===== config.mk =====
export PLATFORM = sky130hd
export DESIGN_NAME = demux_2_6_reg
export DESIGN_NICKNAME = d
export VERILOG_FILES = /design/src/rtl/demux_2_6_reg.sv
export SDC_FILE = /design/constraint.sdc
export NUM_CORES = 1
export LEC_CHECK = 0
export ABC_AREA = 1
export CAP_MARGIN = 25
export CORE_MARGIN = 10
export CORE_UTILIZATION = 42
export DETAILED_ROUTE_END_ITERATION = 7
export GPL_TIMING_DRIVEN = 0
export PLACE_DENSITY_LB_ADDON = 0.25
export SLEW_MARGIN = 10
export SYNTH_ARGS = -nofsm -noshare
export SYNTH_HDL_FRONTEND = slang
export SYNTH_SLANG_ARGS = --single-unit

===== constraint.sdc =====
create_clock -name CC_DEMUX_CLOCK_50 -period 1.2 [get_ports CC_DEMUX_CLOCK_50]
set_input_delay 0.24 -clock CC_DEMUX_CLOCK_50 [delete_from_list [all_inputs] [get_ports CC_DEMUX_CLOCK_50]]
set_output_delay 0.24 -clock CC_DEMUX_CLOCK_50 [all_outputs]
set_load 0.005 [all_outputs]

===== src/rtl/demux_2_6_reg.sv =====
// 1-to-2 registered demultiplexer: steers each accepted source word into one of two
// single-word channel registers with valid/ready handshakes. Define CC_DEMUX_COUNT_EN for per-channel accept counters.
module demux_2_6_reg #(
  parameter int DATAWIDTH_DEMUX_SELECTION = 1,
  parameter int DATAWIDTH_BUS             = 6,
  parameter int DATAWIDTH_COUNT           = 8
) (
  input  logic                                 CC_DEMUX_CLOCK_50,
  input  logic                                 CC_DEMUX_RESET_InHigh,
  input  logic [DATAWIDTH_BUS-1:0]             CC_DEMUX_data_InBUS,
  input  logic [DATAWIDTH_DEMUX_SELECTION-1:0] CC_DEMUX_selection_InBUS,
  input  logic                                 CC_DEMUX_valid_In,
  output logic                                 CC_DEMUX_ready_Out,
  output logic [DATAWIDTH_BUS-1:0]             CC_DEMUX_data0_OutBUS,
  output logic                                 CC_DEMUX_valid0_Out,
  input  logic                                 CC_DEMUX_ready0_In,
  output logic [DATAWIDTH_BUS-1:0]             CC_DEMUX_data1_OutBUS,
  output logic                                 CC_DEMUX_valid1_Out,
  input  logic                                 CC_DEMUX_ready1_In
`ifdef CC_DEMUX_COUNT_EN
  ,
  output logic [DATAWIDTH_COUNT-1:0]           CC_DEMUX_count0_OutBUS,
  output logic [DATAWIDTH_COUNT-1:0]           CC_DEMUX_count1_OutBUS
`endif
);

  logic [1:0]                    ready_in;
  logic [1:0]                    ready_ch;
  logic [1:0]                    load;
  logic [1:0]                    valid_q;
  logic [1:0]                    valid_d;
  logic [1:0][DATAWIDTH_BUS-1:0] data_q;
  logic [1:0][DATAWIDTH_BUS-1:0] data_d;
  logic                          sel_lsb;
  logic                          accept;

  assign ready_in = {CC_DEMUX_ready1_In, CC_DEMUX_ready0_In};
  assign sel_lsb  = CC_DEMUX_selection_InBUS[0];

  // A full channel can still take a word if its consumer drains it in the same cycle.
  assign ready_ch           = ~valid_q | ready_in;
  assign CC_DEMUX_ready_Out = ready_ch[sel_lsb];
  assign accept             = CC_DEMUX_valid_In & CC_DEMUX_ready_Out;

  genvar gi;
  generate
    for (gi = 0; gi < 2; gi++) begin : g_ch
      always_comb begin
        load[gi]    = accept & (sel_lsb == gi[0]);
        valid_d[gi] = load[gi] | (valid_q[gi] & ~ready_in[gi]);
        data_d[gi]  = load[gi] ? CC_DEMUX_data_InBUS : data_q[gi];
      end

      always_ff @(posedge CC_DEMUX_CLOCK_50 or posedge CC_DEMUX_RESET_InHigh) begin
        if (CC_DEMUX_RESET_InHigh) begin
          valid_q[gi] <= 1'b0;
          data_q[gi]  <= '0;
        end else begin
          valid_q[gi] <= valid_d[gi];
          data_q[gi]  <= data_d[gi];
        end
      end
    end
  endgenerate

  assign CC_DEMUX_data0_OutBUS = data_q[0];
  assign CC_DEMUX_data1_OutBUS = data_q[1];
  assign CC_DEMUX_valid0_Out   = valid_q[0];
  assign CC_DEMUX_valid1_Out   = valid_q[1];

`ifdef CC_DEMUX_COUNT_EN
  logic [1:0][DATAWIDTH_COUNT-1:0] count_q;
  logic [1:0][DATAWIDTH_COUNT-1:0] count_d;

  generate
    for (gi = 0; gi < 2; gi++) begin : g_cnt
      // Free-running modulo counter; wrap from all-ones to zero is intended.
      always_comb begin
        count_d[gi] = load[gi] ? count_q[gi] + DATAWIDTH_COUNT'(1) : count_q[gi];
      end

      always_ff @(posedge CC_DEMUX_CLOCK_50 or posedge CC_DEMUX_RESET_InHigh) begin
        if (CC_DEMUX_RESET_InHigh) begin
          count_q[gi] <= '0;
        end else begin
          count_q[gi] <= count_d[gi];
        end
      end
    end
  endgenerate

  assign CC_DEMUX_count0_OutBUS = count_q[0];
  assign CC_DEMUX_count1_OutBUS = count_q[1];
`endif

endmodule


## Word-level counts from Yosys, hierarchy flattened

Index checks and enable logic that the tools add are counted.
W data, S select, Z words.

- Register bits after elaboration: 14
- Input port bits: 12
- Output and inout bits: 15
- Word-level logic and storage cells: 19

- $lt $le $gt $ge: 1
- Mux-type cells: 2
- Bitwise logic cells: 12

Operator list:

| kind | number |
|---|---|
| $and A1 B1 Y1 | 5 |
| $not A1 Y1 | 3 |
| $lt A1 B2 Y1 const B | 1 |
| $mux W1 | 2 |
| $not A2 Y2 | 1 |
| $or A1 B1 Y1 | 2 |
| $or A2 B2 Y2 | 1 |

## Depth between registers and ports, before layout

- Depth in word-level cells: 7
- Depth in mapped cells: 5
- Depth with buffers taken out: 5

## Worst setup path after synthesis

OpenSTA, ideal clock, no wires.

- Kind: reg-to-output
- Start: register valid_q[0] (netlist: CC_DEMUX_valid0_Out)
- End: output CC_DEMUX_ready_Out
- Data arrival time: 0.647 ns
- Data required time: 0.960 ns
- Setup slack: 0.313 ns
- Cell stages (with the launch flop): 4
- Path buffers: 0
- Cells stage by stage: dfrtp_1 > nand2_2 > nand2_1 > nand2_1

- Word-level cells in the longest chain between the ends: 4

Ends and longest elaborated chain:

| what | line | text |
|---|---|---|
| from (decl) | 30 | `logic [1:0] valid_q;` |
| from (signal, indexed assignment) | 59 | `valid_q[gi] <= valid_d[gi];` |
| $not A2 Y2 | 41 | `assign ready_ch = ~valid_q \| ready_in;` |
| $or A2 B2 Y2 | 41 |  |
| $mux W1 (not written as such) (2 in a row) | 42 | `assign CC_DEMUX_ready_Out = ready_ch[sel_lsb];` |
| to (decl) | 13 | `output logic CC_DEMUX_ready_Out,` |

No other way between the ends. The select of a mux whose other input is x is not followed.

## Final worst setup path

- Start: register valid_q[1] (netlist: CC_DEMUX_valid1_Out)
- End: output CC_DEMUX_ready_Out

Same word-level chain as after synthesis.

==> impl_metrics.env <==
export IMPL_fin_crit_ps=1210
export IMPL_tightest_slew_ps=522
export IMPL_core_area_mm2=0.00132
export IMPL_grt_max_degree=15
export IMPL_cts_tree="built"
export IMPL_arrival_ps=970
export IMPL_fin_util_pct=70.1
export IMPL_die_area_mm2=0.00334
export IMPL_synth_top_area_cell="dfrtp_1"
export IMPL_fmax_mhz=825
export IMPL_worstSkewPairLatency_ps=280
export IMPL_final_nets=112
export IMPL_critPathCaptureType="primary output"
export IMPL_top_level_ports=27
export IMPL_place_gp_congestion=0.701
export IMPL_drtAntennaViolNets=0
export IMPL_track_usage_pct=9.88
export IMPL_status="finished, violations left"
export IMPL_slowest_delay_ps=410
export IMPL_syn_to_final_growth_pct=54.1
export IMPL_synth_nets=77
export IMPL_synthTopCellsByArea="dfrtp_1 (58%), nand2_1 (18%), nand4_1 (13%)"
export IMPL_vias_per_cell=5.24
export IMPL_cts_inserted_buffers=3
export IMPL_cp_cell_sequence="nand2_4 > nand2_2 > nand2_1 > buf_2"
export IMPL_finalWorstSetupSlack_ps=-12.6
export IMPL_post_place_ws_ps=-574
export IMPL_drtIter0Drc=7
export IMPL_p_leak_nw=0.505
export IMPL_dp_hpwl_um=1220
export IMPL_dieWidth_um=57.8
export IMPL_netlist_area_um2=599
export IMPL_hold_buffers=0
export IMPL_wl_um=1640
export IMPL_drive_gt1_share_pct=19.4
export IMPL_htreeDepth=1
export IMPL_dr_pass1_iters=4
export IMPL_hold_viol_final=0
export IMPL_ys_seq_elements=14
export IMPL_clk_pin_slew_ps=80
export IMPL_min_period_over_period_pct=101
export IMPL_wl_per_cell_um=14.5
export IMPL_grt_pass1_wl_um=2640
export IMPL_port_buffers=25
export IMPL_maxCapViolCount=0
export IMPL_yosys_warnings=0
export IMPL_drc=0
export IMPL_fill_cells=119
export IMPL_clock_path_buffers=2
export IMPL_syn_area_per_cell_um2=9.22
export IMPL_root_buffer="clkbuf_4"
export IMPL_cp_start_kind="flop"
export IMPL_hp_class="input port to async pin"
export IMPL_vias=592
export IMPL_worstPathMaxFanout=2
export IMPL_holdWs_ps=292
export IMPL_ys_seq_area_share_pct=58.5
export IMPL_synth_cell_type_count=9
export IMPL_yosysTopAreaCellShare_pct=58.5
export IMPL_initial_core_util_pct=45.5
export IMPL_violations="setup timing"
export IMPL_peakVddDrop_mv=0.788
export IMPL_synthCells=65
export IMPL_cts_sinks=14
export IMPL_crit_slowest_cell="dfrtp_1"
export IMPL_grt_pass1_vias=584
export IMPL_slew_headroom_pct=65.2
export IMPL_rows=13
export IMPL_clock_skew_ps=1.92
export IMPL_antenna_found_initial=0
export IMPL_layout_common_cells="nand2_1 (28), dfrtp_1 (14), nand4_1 (12), dlygate4sd2_1 (11), clkdlybuf4s50_1 (8)"
export IMPL_critPathKind="flop to primary output"
export IMPL_layout_commonest_cell="nand2_1"
export IMPL_setup_violations=1
export IMPL_fp_dieH_um=57.8
export IMPL_rsz0062_at_grt="yes"
export IMPL_powerDensity_mw_per_mm2=1240
export IMPL_diodes=0
export IMPL_final_max_slew_viol_count=0
export IMPL_grt_overflow_total=0
export IMPL_crit_required_ps=960
-- critical path, delay by kind of cell, from the launching register on --
family | cells | cell delay [ps]
buffers and inverters | 1 | 110
AND/OR/NAND/NOR | 3 | 180
flip-flops | 1 | 410
-- Yosys cell counts --
cell type and n:
buf_4 2, clkinv_1 1, dfrtp_1 14, inv_1 2, inv_4 1, nand2_1 29
nand2_2 2, nand3_2 2, nand4_1 12
-- registers in the layout (all words and copies together), names as in the netlist --
| name | flops |
|---|---|
| CC_DEMUX_data0_OutBUS | 6 |
| CC_DEMUX_data1_OutBUS | 6 |
| CC_DEMUX_valid0_Out | 1 |
| CC_DEMUX_valid1_Out | 1 |
-- cell type report --
| class | count | area, um2 | area share (%) |
|---|---|---|---|
| buffer | 2 | 15.0 | 1.63 |
| clock buffer | 3 | 22.5 | 2.44 |
| inverter | 4 | 18.8 | 2.03 |
| multi-input combinational | 45 | 229 | 24.8 |
| sequential | 14 | 350 | 37.9 |
| tap | 15 | 18.8 | 2.03 |
| timing repair buffer | 30 | 269 | 29.1 |
-- what timing repair did --
item | CTS | global route
cloned | 0 | 0
setup buffers | 2 | 3
pin swaps | 2 | 2
endpoints found under the setup margin | 15 | 7
gates resized for setup | 26 | 4
-- routing by layer --
| metal | GRT usage (%) | vias to the layer above | routed length (um) |
|---|---|---|---|
| li1 | - | 286 | - |
| met1 | 11.7 | 278 | 714 |
| met2 | 14.3 | 23 | 704 |
| met3 | 5.01 | 5 | 180 |
| met4 | 5.03 | 0 | 36 |
| met5 | 0 | - | 0 |
-- logic make-up (layout without fill, tap and decap cells) --
group                  Yosys count  in the layout  synth area share, %
buffers and inverters            6             39                 5.43
flip-flops                      14             14                 58.5
AND/OR/NAND/NOR                 45             45                 36.1
-- metrics by stage --
| step | TNS (ps) | power, W | instances | area, um2 |
|---|---|---|---|---|
| after floorplan | 0 | 0.000698 | 65 | 599 |
| after global placement | -1990 | 0.000909 | 105 | 868 |
| after detailed placement | -2270 | 0.000916 | 105 | 868 |
| after CTS | -14.9 | 0.00113 | 110 | 895 |
| after global routing | -92.8 | 0.00122 | 113 | 923 |
| final | -12.6 | 0.00115 | 113 | 923 |
-- final timing paths --
kind,end,slack (ps),startpoint,depth (start not counted)
worst max-delay path,CC_DEMUX_ready_Out,-10,CC_DEMUX_valid1_Out$_DFF_PP0_,4
worst min-delay path,CC_DEMUX_data0_OutBUS[3]$_DFFE_PP0P_,290,CC_DEMUX_RESET_InHigh,2
worst max register to register,CC_DEMUX_data1_OutBUS[3]$_DFFE_PP0P_,150,CC_DEMUX_valid1_Out$_DFF_PP0_,5
worst min register to register,CC_DEMUX_data0_OutBUS[4]$_DFFE_PP0P_,470,CC_DEMUX_data0_OutBUS[4]$_DFFE_PP0P_,2
max in group asynchronous,CC_DEMUX_data0_OutBUS[4]$_DFFE_PP0P_,560,CC_DEMUX_RESET_InHigh,2
min in group CC_DEMUX_CLOCK_50,CC_DEMUX_data1_OutBUS[0]$_DFFE_PP0P_,290,CC_DEMUX_selection_InBUS,3
-- report_power, final --
part / switching (W) / internal (W)
Clock: 0.000145 / 0.000116
Combinational: 0.000137 / 0.000168
Sequential: 0.0000393 / 0.000542
Total: 0.000322 / 0.000827
(Power assumes the default switching activity.)
